## src/rtl/mem_access_unit.sv

```systemverilog
// MEM-stage load/store unit: issues sized req/ack bus transactions, extends load data,
// and holds the pipeline until the bus acknowledges or the wait counter expires.
module mem_access_unit #(
    parameter int unsigned WAIT_MAX = 15
) (
    input  logic        clk,
    input  logic        rst_n,
    input  logic        mem_read,
    input  logic        mem_write,
    input  logic [2:0]  mem_funct3,
    input  logic [31:0] mem_ALU_out,
    input  logic [31:0] mem_DataB,
    output logic        dbus_req,
    output logic        dbus_we,
    output logic [31:0] dbus_addr,
    output logic [3:0]  dbus_be,
    output logic [31:0] dbus_wdata,
    input  logic [31:0] dbus_rdata,
    input  logic        dbus_ack,
    output logic [31:0] mem_load_data,
    output logic        stall_req,
    output logic        lsu_misalign,
    output logic        lsu_timeout
);

    typedef enum logic [1:0] {IDLE, BUS, DONE} state_t;
    typedef enum logic [1:0] {SZ_BYTE, SZ_HALF, SZ_WORD} size_t;

    localparam logic [7:0] CNT_LAST = 8'(WAIT_MAX - 1);

    state_t      state_q, state_d;
    logic [7:0]  cnt_q, cnt_d;
    logic        req_q, req_d;
    logic        we_q, we_d;
    logic [31:0] addr_q, addr_d;
    logic [3:0]  be_q, be_d;
    logic [31:0] wdata_q, wdata_d;
    logic [31:0] ld_q, ld_d;
    logic        tmo_q, tmo_d;
    logic [2:0]  f3_q, f3_d;
    logic [1:0]  lane_q, lane_d;

    logic        op_active;
    logic        is_store;
    logic        is_load;
    logic [1:0]  lane;
    size_t       size;
    logic        misaligned;
    logic [3:0]  st_be;
    logic [31:0] st_wdata;
    logic [7:0]  ld_byte;
    logic [15:0] ld_half;
    logic [31:0] ld_ext;

    // A store wins when both read and write are flagged.
    assign op_active = mem_read | mem_write;
    assign is_store  = mem_write;
    assign is_load   = mem_read & ~mem_write;
    assign lane      = mem_ALU_out[1:0];

    always_comb begin
        size = SZ_WORD;
        if (is_store) begin
            case (mem_funct3)
                3'b000:  size = SZ_BYTE;
                3'b001:  size = SZ_HALF;
                default: size = SZ_WORD;
            endcase
        end else begin
            case (mem_funct3)
                3'b000, 3'b100: size = SZ_BYTE;
                3'b001, 3'b101: size = SZ_HALF;
                default:        size = SZ_WORD;
            endcase
        end
    end

    always_comb begin
        misaligned = 1'b0;
        case (size)
            SZ_HALF: misaligned = lane[0];
            SZ_WORD: misaligned = |lane;
            default: misaligned = 1'b0;
        endcase
    end

    // Stores replicate the datum across all lanes; loads always fetch the full word.
    always_comb begin
        st_be    = 4'b1111;
        st_wdata = '0;
        if (is_store) begin
            case (size)
                SZ_BYTE: begin
                    st_be    = 4'b0001 << lane;
                    st_wdata = {4{mem_DataB[7:0]}};
                end
                SZ_HALF: begin
                    st_be    = 4'b0011 << {lane[1], 1'b0};
                    st_wdata = {2{mem_DataB[15:0]}};
                end
                default: begin
                    st_be    = 4'b1111;
                    st_wdata = mem_DataB;
                end
            endcase
        end
    end

    assign ld_byte = dbus_rdata[{lane_q, 3'b000} +: 8];
    assign ld_half = lane_q[1] ? dbus_rdata[31:16] : dbus_rdata[15:0];

    always_comb begin
        case (f3_q)
            3'b000:  ld_ext = {{24{ld_byte[7]}}, ld_byte};
            3'b001:  ld_ext = {{16{ld_half[15]}}, ld_half};
            3'b100:  ld_ext = {24'b0, ld_byte};
            3'b101:  ld_ext = {16'b0, ld_half};
            default: ld_ext = dbus_rdata;
        endcase
    end

    always_comb begin
        // NOTE: every next-state value is defaulted first so no latch is inferred.
        state_d = state_q;
        cnt_d   = cnt_q;
        req_d   = req_q;
        we_d    = we_q;
        addr_d  = addr_q;
        be_d    = be_q;
        wdata_d = wdata_q;
        ld_d    = ld_q;
        tmo_d   = 1'b0;
        f3_d    = f3_q;
        lane_d  = lane_q;
        case (state_q)
            IDLE: begin
                if (op_active) begin
                    if (misaligned) begin
                        if (is_load) ld_d = '0;
                    end else begin
                        state_d = BUS;
                        req_d   = 1'b1;
                        we_d    = is_store;
                        addr_d  = {mem_ALU_out[31:2], 2'b00};
                        be_d    = st_be;
                        wdata_d = st_wdata;
                        cnt_d   = '0;
                        f3_d    = mem_funct3;
                        lane_d  = lane;
                    end
                end
            end
            BUS: begin
                if (dbus_ack) begin
                    req_d   = 1'b0;
                    state_d = DONE;
                    if (!we_q) ld_d = ld_ext;
                end else if (cnt_q == CNT_LAST) begin
                    req_d   = 1'b0;
                    tmo_d   = 1'b1;
                    state_d = DONE;
                    if (!we_q) ld_d = '0;
                end else begin
                    cnt_d = cnt_q + 8'd1;
                end
            end
            DONE:    state_d = IDLE;
            default: state_d = IDLE;
        endcase
    end

    // NOTE: state uses non-blocking assignments so every register samples pre-edge values.
    always_ff @(posedge clk or negedge rst_n) begin
        if (!rst_n) begin
            state_q <= IDLE;
            cnt_q   <= '0;
            req_q   <= 1'b0;
            we_q    <= 1'b0;
            addr_q  <= '0;
            be_q    <= '0;
            wdata_q <= '0;
            ld_q    <= '0;
            tmo_q   <= 1'b0;
            f3_q    <= '0;
            lane_q  <= '0;
        end else begin
            state_q <= state_d;
            cnt_q   <= cnt_d;
            req_q   <= req_d;
            we_q    <= we_d;
            addr_q  <= addr_d;
            be_q    <= be_d;
            wdata_q <= wdata_d;
            ld_q    <= ld_d;
            tmo_q   <= tmo_d;
            f3_q    <= f3_d;
            lane_q  <= lane_d;
        end
    end

    assign dbus_req      = req_q;
    assign dbus_we       = we_q;
    assign dbus_addr     = addr_q;
    assign dbus_be       = be_q;
    assign dbus_wdata    = wdata_q;
    assign mem_load_data = ld_q;
    assign lsu_timeout   = tmo_q;

    // Combinational flags are gated by reset so they drop together with the registers.
    assign stall_req    = rst_n & ((state_q == BUS) ||
                                   (state_q == IDLE && op_active && !misaligned));
    assign lsu_misalign = rst_n & (state_q == IDLE) & op_active & misaligned;

endmodule

```

## config.mk

```make
export PLATFORM = sky130hd
export DESIGN_NAME = mem_access_unit
export DESIGN_NICKNAME = d
export VERILOG_FILES = /design/src/rtl/mem_access_unit.sv
export SDC_FILE = /design/constraint.sdc
export NUM_CORES = 1
export LEC_CHECK = 0
export BUFFER_PORTS_ARGS = -buffer_cell sky130_fd_sc_hd__buf_4
export CORE_MARGIN = 2
export CORE_UTILIZATION = 30
export CTS_CLUSTER_SIZE = 12
export DETAILED_ROUTE_END_ITERATION = 12
export PLACE_DENSITY_LB_ADDON = 0.1
export SETUP_SLACK_MARGIN = 0.2
export SYNTH_ARGS = -nofsm -noshare
export SYNTH_HDL_FRONTEND = slang
export SYNTH_SLANG_ARGS = --single-unit
```

## constraint.sdc

```tcl
create_clock -name clk -period 3.8 [get_ports clk]
set_input_delay 0.38 -clock clk [delete_from_list [all_inputs] [get_ports clk]]
set_output_delay 0.38 -clock clk [all_outputs]
set_load 0.02 [all_outputs]
```

Word-level counts from Yosys, hierarchy flattened:

Index checks and enable logic that the tools add are counted.

* output and inout bits: 105
* flip-flop bits (word level): 116
* input port bits: 104
* word-level logic and storage cells: 94

* bitwise logic cells: 8
* add/subtract/negate cells: 1
* muxes and demuxes: 36
* equality and inequality tests: 18
* reductions and logical operators: 17
* shifts and indexed selects: 3

Operators by type and width (count)
* 32-bit two-way mux: 8
* 32-bit case mux with 2 select lines: 2
* 32-bit case mux with 4 select lines: 1
* 8-bit two-way mux: 4
* 32-bit by 6-bit variable part select with 8-bit output: 1
* 16-bit two-way mux: 1
* 8-bit case mux with 2 select lines: 1
* 2-bit inequality test, second input constant: 7
* 3-bit == test, second input constant: 4
* 2-bit case mux with 2 select lines: 3
* 2-bit two-way mux: 5
* 8-bit by 1-bit adder with 8-bit output, second input constant: 1
* 8-bit by 4-bit == test with 1-bit output, second input constant: 1
* 4-bit case mux with 2 select lines: 1
* 1-bit two-way mux: 7
* 3-bit by 1-bit == test with 1-bit output, second input constant: 2
* 3-bit logical NOT: 2
* 3-bit AND reduction: 2
* 6-bit AND reduction: 1
* 2-bit OR reduction: 3
* 1-bit bitwise AND: 5
* 5-bit AND reduction: 1
* 2-bit by 1-bit == test with 1-bit output, second input constant: 2
* 2-bit logical NOT: 2
* 13 further kinds: 16

Longest topological paths before layout:

Gate-level depths: netlist of the first run.

* depth after elaboration: 10
* mapped depth: 7
* gate-level depth less buffers: 6

Worst setup path before layout of the first run:

No wires, ideal clock.

* path kind: input port to output port
* from: in mem_funct3[0]
* to: out stall_req
* stages: 6
* arrival time: 1.924 ns
* setup slack: 1.496 ns
* required time: 3.420 ns
* cells stage by stage: clkbuf_1 > a221oi_2 > o211ai_1 > clkbuf_1 > clkbuf_1 > a21boi_0

* word-level cells in the longest chain between the ends: 10

Ends and longest elaborated chain
* start: declaration: line 10 `input logic [2:0] mem_funct3,`
* 3-bit by 1-bit == test with 1-bit output (tied with other cells): line 64, 70
* 2-bit OR reduction: line 70 `case (mem_funct3)`
* 2-bit case mux with 2 select lines: line 70
* 2-bit two-way mux *: line 63 `if (is_store) begin`
* 2-bit == test or 2-bit by 1-bit == test with 1-bit output (tied branches): line 80 `case (size)`
* 1-bit case mux with 2 select lines *: line 80
* 1-bit logical NOT *: line 211 `(state_q == IDLE && op_active && !misaligned));`
* 1-bit logical AND *: line 211
* 1-bit logical OR *: line 210 `assign stall_req = rst_n & ((state_q == BUS) ||`
* 1-bit bitwise AND *: line 210
* end: declaration: line 21 `output logic stall_req,`

Every way passes the cells marked *; elsewhere a longest branch is shown, timed or not.

Worst setup path in the final report of the first run:

* from: reg lane_q[1]
* to: reg ld_q[26] (netlist: mem_load_data[26])

* word-level cells in the longest chain between the ends: 5

Ends and longest elaborated chain
* start: declaration: line 41 `logic [1:0] lane_q, lane_d;`
* start signal: assignment: line 197 `lane_q <= lane_d;`
* 32-bit by 6-bit variable part select with 8-bit output or 16-bit two-way mux (tied branches): line 109, 110
* 32-bit case mux with 4 select lines *: line 113 `case (f3_q)`
* 32-bit two-way mux *: line 157 `if (!we_q) ld_d = ld_ext;`
* 32-bit two-way mux *: line 154 `if (dbus_ack) begin`
* 32-bit case mux with 2 select lines *: line 135 `case (state_q)`
* end signal: assignment: line 194 `ld_q <= ld_d;`
* end: declaration: line 38 `logic [31:0] ld_q, ld_d;`

Every way passes the cells marked *; elsewhere a longest branch is shown, timed or not. The select of a mux whose other input is x is not followed.
A chain may end at the register's enable or synchronous reset.

==> reports/metrics.cfg, run 1 <==
[run_status]
outcome = complete, no violations

[timing]
setup_viol = 0
hold_violations = 0
worstMarginPinSlew_ns = 1.120
finalCritPeriodShare_pct = 62.29
fin_worst_skew_ns = 0.008527
setup_tns_ns = 0
drv_slew = 0
fin_hold_ws_ns = 0.1622
max_slew_margin_pct = 25.36
max_freq_mhz = 422.5
rsz0062_at_grt = false
worst_slack_ns = 1.433
fin_crit_ns = 2.367

[drt]
firstDrtPassIters = 4
vias = 5019
post_drt_wl_per_cell_microns = 16.92
drtIter0Drc = 198
via_per_inst = 4.940
wl_microns = 17190
drc_errors = 0
drtAntennaViolNets = 0

[grt]
grt_usage_pct = 17.10
grt_overflow = 0
grt_pass1_vias = 5089
antenna_found_initial = 0
grt_start_max_net_pins = 83
grt_pass1_wl_microns = 26830

[place]
port_buffers = 206
dpl_cell_area_sq_um = 7387
gp_congestion = 0.7829
hpwlAfterDp_microns = 12260
dp_slack_ns = 1.227

[floorplan]
rows = 50
die_w_microns = 141.8
die_y_microns = 141.8
io_pins = 209
start_util_pct = 30.47
die_area_sq_um = 20120
core_area_sq_um = 18710

[worst_setup_path]
slowest_delay_ns = 0.70
path_cells = mux2_2 > a21oi_2 > a211oi_1 > mux2_1
cp_data_arrival_time_ns = 2.66
critical-path-top-delay-family = compound AO/OA/AOI/OAI gates
cpMaxStageDelayCell = dfrtp_1
required_ns = 4.09
cp_max_fo = 17
startpoint_type = flip-flop
critical_path_class = flip-flop to flip-flop
path_buf_inv = 0
crit_path_end_kind = flip-flop

[synthesis]
synth_edf_count = 0
postSynthCellCount = 578
yosysMostFrequentCell = nand2_1
synth_cell_type_count = 50
async_flop_share_pct = 100.0
syn_area_per_cell_sq_um = 9.862
yosys.area.top_type = dfrtp_1
synth_area_leaders = dfrtp_1, nand2_1, mux2_2
synth.top_cell.area_share_pct = 50.92
synthTopCellsByCount = nand2_1, dfrtp_1, o21ai_0
synth_warnings = 0
netlist_area_sq_um = 5700
ys_ff_latch = 116
synthFlopType = dfrtp_1
synth-seq-area-share_pct = 50.92

[hold_path]
holdCritPathClass = primary input to flip-flop

[clock_tree]
post_cts_resized = 0
htree_levels = 4
clock_latency_ns = 0.41
cts.clk_slew.worst_paths_ns = 0.05
cts_made_buffers = 17
clock-root-buffer = clkbuf_16
numClockSinks = 116
cts_tree = yes
clk_path_buf_depth = 2

[layout]
syn2layout_area_growth_pct = 40.43
n_antenna_cell = 0
nets = 875
finalInstanceArea_sq_um = 8005
drive_gt1_share_pct = 36.19

[power_and_ir_drop]
power.density_nw_per_um2 = 842.9
fin_total_pwr_mw = 6.747
vdd_drop_max_mv = 0.3837
p_leak_nw = 4.027

[flow_run]
cap_violations = 0

## state kept, by name, indices dropped and copies added, names as in the netlist
signal         cells
cnt_q              8
dbus_addr         30
dbus_be            4
dbus_req           1
dbus_wdata        32
dbus_we            1
f3_q               3
lane_q             2
lsu_timeout        1
mem_load_data     32
state_q            2
## placed cells by master (no fill, tap or decap), types with 2 or more instances in the layout
cell         n
nor3_1       2
or2_2        3
nand4_1      3
mux2_2      32
clkbuf_8     6
dfrtp_1    116
a31oi_1      2
inv_1       23
a211oi_1    28
conb_1       2
a221oi_1     9
clkinv_2     4
nor2b_1      3
o211ai_1     2
nand2_1    143
o32ai_1      7
nor2_1      15
o21ai_0     46
bufinv_16    2
mux2_1      11
a21oi_1     14
clkbuf_16   17
mux2i_1     31
a22o_1       8
buf_4      210
o32a_1       2
nand3_1      3
nand2b_1    10
a221oi_2     2
ha_1         2
## worst min-delay path: stages
cell and delay, ns:
buf_4 0.08, nand2_1 0.04, nand2_1 0.04
## cells by family after synthesis
group           Yosys count  synth area share (%)
compound gates          131                 15.80
fa+ha+maj                 2                0.4389
buf+inv                  63                 4.785
flops                   116                 50.92
mux                      74                 13.94
other cells               1               0.06578
simple gates            191                 14.05
## per-layer routing
metal	vias to the layer above	global-route usage (%)	part of all wire [%]	wire, microns
met5	-	0	0	0
met4	0	5.947	1.8	304
met3	22	6.514	8.9	1535
met2	173	26.32	46	7918
met1	2429	22.10	43	7427
li1	2395	-	-	-
## per-stage QoR
stage / utilization [%] / instances
after floorplan: - / 579
after CTS: 42.80 / 1016
after global placement: 39.49 / 983
after detailed placement: 39.49 / 983
after global routing: 42.80 / 1016
final: 42.80 / 1016
## timing repair
| action | 4_1_cts | 5_1_grt |
|---|---|---|
| hold buffers | 1 | 0 |
| endpoints found under the hold margin | 6 | 0 |
| buffers inserted | 0 | 0 |
## path summary, 6_finish.rpt
path | cells past startpoint | to | start | slack (ns)
setup reg to reg | 4 | mem_load_data[26]$_DFFE_PN0P_ | lane_q[1]$_DFFE_PN0P_ | 1.43
hold reg to reg | 2 | dbus_addr[19]$_DFFE_PN0P_ | dbus_addr[19]$_DFFE_PN0P_ | 0.47
min in group asynchronous | 2 | dbus_req$_DFFE_PN0P_ | rst_n | 0.35
setup / recovery | 4 | mem_load_data[26]$_DFFE_PN0P_ | lane_q[1]$_DFFE_PN0P_ | 1.43
hold / removal | 3 | dbus_addr[3]$_DFFE_PN0P_ | mem_ALU_out[3] | 0.16
max in group asynchronous | 3 | dbus_addr[25]$_DFFE_PN0P_ | rst_n | 2.45
## power breakdown
group,switching [mW],internal [mW]
Sequential,0.421,1.78
Combinational,1.69,1.22
Clock,0.566,1.07
## area by class of cell
class,count,area (sq um)
inverter,23,86.33
tap,234,292.8
clock buffer,24,511.7
fill,1841,10700
sequential,116,2903
clock inverter,8,96.34
multi-input combinational,400,2529
timing repair buffer,211,1587
Note: power is estimated with default switching activity, not from simulation.
==> run 2, diff against run 1 <==
--- a/config.mk
+++ b/config.mk
@@ -5,6 +5,7 @@
 export SDC_FILE = /design/constraint.sdc
 export NUM_CORES = 1
 export LEC_CHECK = 0
+export ABC_AREA = 1
 export BUFFER_PORTS_ARGS = -buffer_cell sky130_fd_sc_hd__buf_4
 export CORE_MARGIN = 2
 export CORE_UTILIZATION = 30
==> constraint.sdc (replaced) <==
create_clock -name clk -period 1.9 [get_ports clk]
set_input_delay 0.19 -clock clk [delete_from_list [all_inputs] [get_ports clk]]
set_output_delay 0.19 -clock clk [all_outputs]
set_load 0.02 [all_outputs]
==> reports/metrics.cfg, run 2 <==
[run_status]
outcome = complete, no violations

[synthesis]
synth-seq-area-share_pct = 50.59  ; -0.33 points
syn_area_per_cell_sq_um = 7.723  ; -22%
yosysMostFrequentCell = nand2_1
netlist_area_sq_um = 5738  ; +0.66%
synth_area_leaders = dfrtp_1, nand2_1, o21ai_0
async_flop_share_pct = 100.0  ; unchanged
synth_cell_type_count = 28  ; -44%
synth_warnings = 0  ; unchanged
synthTopCellsByCount = nand2_1, dfrtp_1, o21ai_0
yosys.area.top_type = dfrtp_1
synthFlopType = dfrtp_1
synth.top_cell.area_share_pct = 50.59  ; -0.33 points
synth_edf_count = 0  ; unchanged
ys_ff_latch = 116  ; unchanged
postSynthCellCount = 743  ; +29%

[place]
dp.cells = 1165  ; +19%
gp_congestion = 0.8001  ; +2.2%
hpwlAfterDp_microns = 13010  ; +6.2%
dp_slack_ns = -0.1221  ; -1.349 ns
dpl_cell_area_sq_um = 7561  ; +2.4%
port_buffers = 206  ; unchanged

[worst_setup_path]
required_ns = 2.26  ; -1.83 ns
critical_path_class = flip-flop to flip-flop
cp_data_arrival_time_ns = 2.07  ; -0.59 ns
r2r_cells = 11  ; +7
slowest_delay_ns = 0.38  ; -0.32 ns
critical-path-top-delay-family = simple AND/OR/NAND/NOR gates
r2r_end = mem_load_data[16]$_DFFE_PN0P_
path_buf_inv = 4  ; +4
cpMaxStageDelayCell = dfrtp_1
crit_path_end_kind = flip-flop
startpoint_type = flip-flop
worstReg2RegStart = cnt_q[0]$_DFFE_PN0P_
path_cells = inv_2 > ha_4 > nand3_4 > o21ai_4 > nand3_4 > buf_6 > nor2_4 > buf_6 > buf_12 > nand3_1 > nand2_1
r2r_slack_ns = 0.18  ; -1.25 ns
cp_max_fo = 8  ; -9

[clock_tree]
numClockSinks = 116  ; unchanged
cts.clk_slew.worst_paths_ns = 0.06  ; about the same
cts_tree = yes
clock_latency_ns = 0.42  ; about the same
cts_made_buffers = 17  ; unchanged
clk_path_buf_depth = 2  ; unchanged
htree_levels = 4  ; unchanged
clock-root-buffer = clkbuf_16

[drt]
vias = 5845  ; +16%
drc_errors = 0  ; unchanged
wl_microns = 20120  ; +17%
via_per_inst = 4.646  ; -5.9%
post_drt_wl_per_cell_microns = 15.99  ; -5.5%
drtAntennaViolNets = 0  ; unchanged
drtIter0Drc = 406  ; +110%
firstDrtPassIters = 5  ; +1

[grt]
grt_pass1_vias = 5715  ; +12%
antenna_found_initial = 0  ; unchanged
grt_start_max_net_pins = 117  ; +41%
grt_usage_pct = 20.04  ; +2.9 points
grt_pass1_wl_microns = 31390  ; +17%
grt_overflow = 0  ; unchanged

[timing]
fin_crit_ns = 1.715  ; -0.6518 ns
worstMarginPinSlew_ns = 0.6523  ; -0.4672 ns
fin_worst_skew_ns = 0.007238  ; -0.001289 ns
max_slew_margin_pct = 56.51  ; +31 points
fin_hold_ws_ns = 0.02273  ; -0.1394 ns
hold_violations = 0  ; unchanged
finalCritPeriodShare_pct = 90.28  ; +28 points
drv_slew = 0  ; unchanged
setup_viol = 0  ; unchanged
rsz0062_at_grt = true
worst_slack_ns = 0.1847  ; -1.248 ns
max_freq_mhz = 583.0  ; +38%

[floorplan]
io_pins = 209  ; unchanged
die_w_microns = 142.3  ; +0.32%
core_area_sq_um = 18770  ; +0.33%
start_util_pct = 30.57  ; +0.098 points
die_area_sq_um = 20250  ; +0.64%
rows = 50  ; unchanged
die_y_microns = 142.3  ; +0.32%

[layout]
fin_cells = 1258  ; +24%
drive_gt1_share_pct = 33.01  ; -3.2 points
final_common_cell = nand2_1
nFillCells = 1846  ; +0.27%
nets = 1117  ; +28%
finalInstanceArea_sq_um = 9183  ; +15%
syn2layout_area_growth_pct = 60.03
n_antenna_cell = 0  ; unchanged
final_cell_mix = nand2_1, buf_4, dfrtp_1, o21ai_0, inv_1

[flow_run]
cap_violations = 0  ; unchanged

[power_and_ir_drop]
power.density_nw_per_um2 = 1754  ; +110%
vdd_drop_max_mv = 0.7327  ; +91%
p_leak_nw = 4.802  ; +19%

[hold_path]
holdPathEnd = lane_q[1]$_DFFE_PN0P_
hold_depth = 3  ; unchanged
holdCritPathClass = primary input to flip-flop
hp-start = mem_ALU_out[1]

## run 2: final cells by class
class	count	area, sq um	share of cell area (%)
Clock inverter	12	225.2	2.453
Timing Repair inverter	1	7.507	0.08175
Tap cell	234	292.8	3.188
Sequential cell	116	2904	31.63
Timing Repair Buffer	284	2397	26.11
Multi-Input combinational cell	531	2653	28.89
Inverter	60	236.5	2.575
Clock buffer	20	466.7	5.082
## run 2: logic make-up after synthesis
kind of cell    count (synthesis)  share of synthesized area [%]
fa+ha+maj                       2                         0.4360
xor+xnor                        5                         0.7632
compound gates                157                          14.85
simple gates                  363                          25.75
other cells                     1                        0.06535
flops                         116                          50.59
buf+inv                        99                          7.545
## run 2: worst register-to-register path: stages (launching register included)
cell and delay (ns):
dfrtp_1 0.38, inv_2 0.08, ha_4 0.14, nand3_4 0.09, o21ai_4 0.19, nand3_4 0.11
buf_6 0.14, nor2_4 0.12, buf_6 0.11, buf_12 0.13, nand3_1 0.08, nand2_1 0.07
## run 2: what timing repair did
| item | in CTS | in global routing |
|---|---|---|
| endpoints found under the setup margin | 41 | 45 |
| hold buffers | 34 | 0 |
| hold endpoints to repair | 149 | 0 |
| pin swaps | 6 | 13 |
| setup buffers | 14 | 7 |
| resized for setup | 35 | 55 |
| gates cloned | 4 | 2 |
## run 2: power by group
part | switching, mW | internal (mW) | total (mW)
Combinational | 4.78 | 3.34 | 8.12
Clock | 1.21 | 2.57 | 3.78
Sequential | 0.694 | 3.51 | 4.20
Total | 6.68 | 9.42 | 16.1
## run 2: worst max-delay path by stage
stage               slack, ns                       endpoint  cells after the start              startpoint
detailed placement      -0.12  mem_load_data[17]$_DFFE_PN0P_                      8    cnt_q[0]$_DFFE_PN0P_
CTS                      0.17  mem_load_data[25]$_DFFE_PN0P_                     10    cnt_q[0]$_DFFE_PN0P_
finish                   0.18  mem_load_data[16]$_DFFE_PN0P_                     11    cnt_q[0]$_DFFE_PN0P_
global placement        -0.07  mem_load_data[14]$_DFFE_PN0P_                      8    cnt_q[0]$_DFFE_PN0P_
global route              0.1  mem_load_data[18]$_DFFE_PN0P_                     11    cnt_q[0]$_DFFE_PN0P_
floorplan                0.23                      stall_req                      6  state_q[0]$_DFFE_PN0P_
## run 2: per-layer routing
metal / vias to the layer above / global-route usage, % / part of all wire (%)
met5: - / 0 / 0
met4: 0 / 5.941 / 1.5
met3: 24 / 5.989 / 7.0
met2: 187 / 31.91 / 48
met1: 2703 / 26.48 / 44
li1: 2931 / - / -
## run 2: through the flow
step	utilization [%]	setup TNS (ns)	power [mW]
floorplan	-	0	7.946
global placement	40.29	-1.706	10.66
detailed placement	40.29	-2.395	10.64
CTS	47.57	0	15.56
global route	48.93	0	17.11
finish	48.93	0	16.10
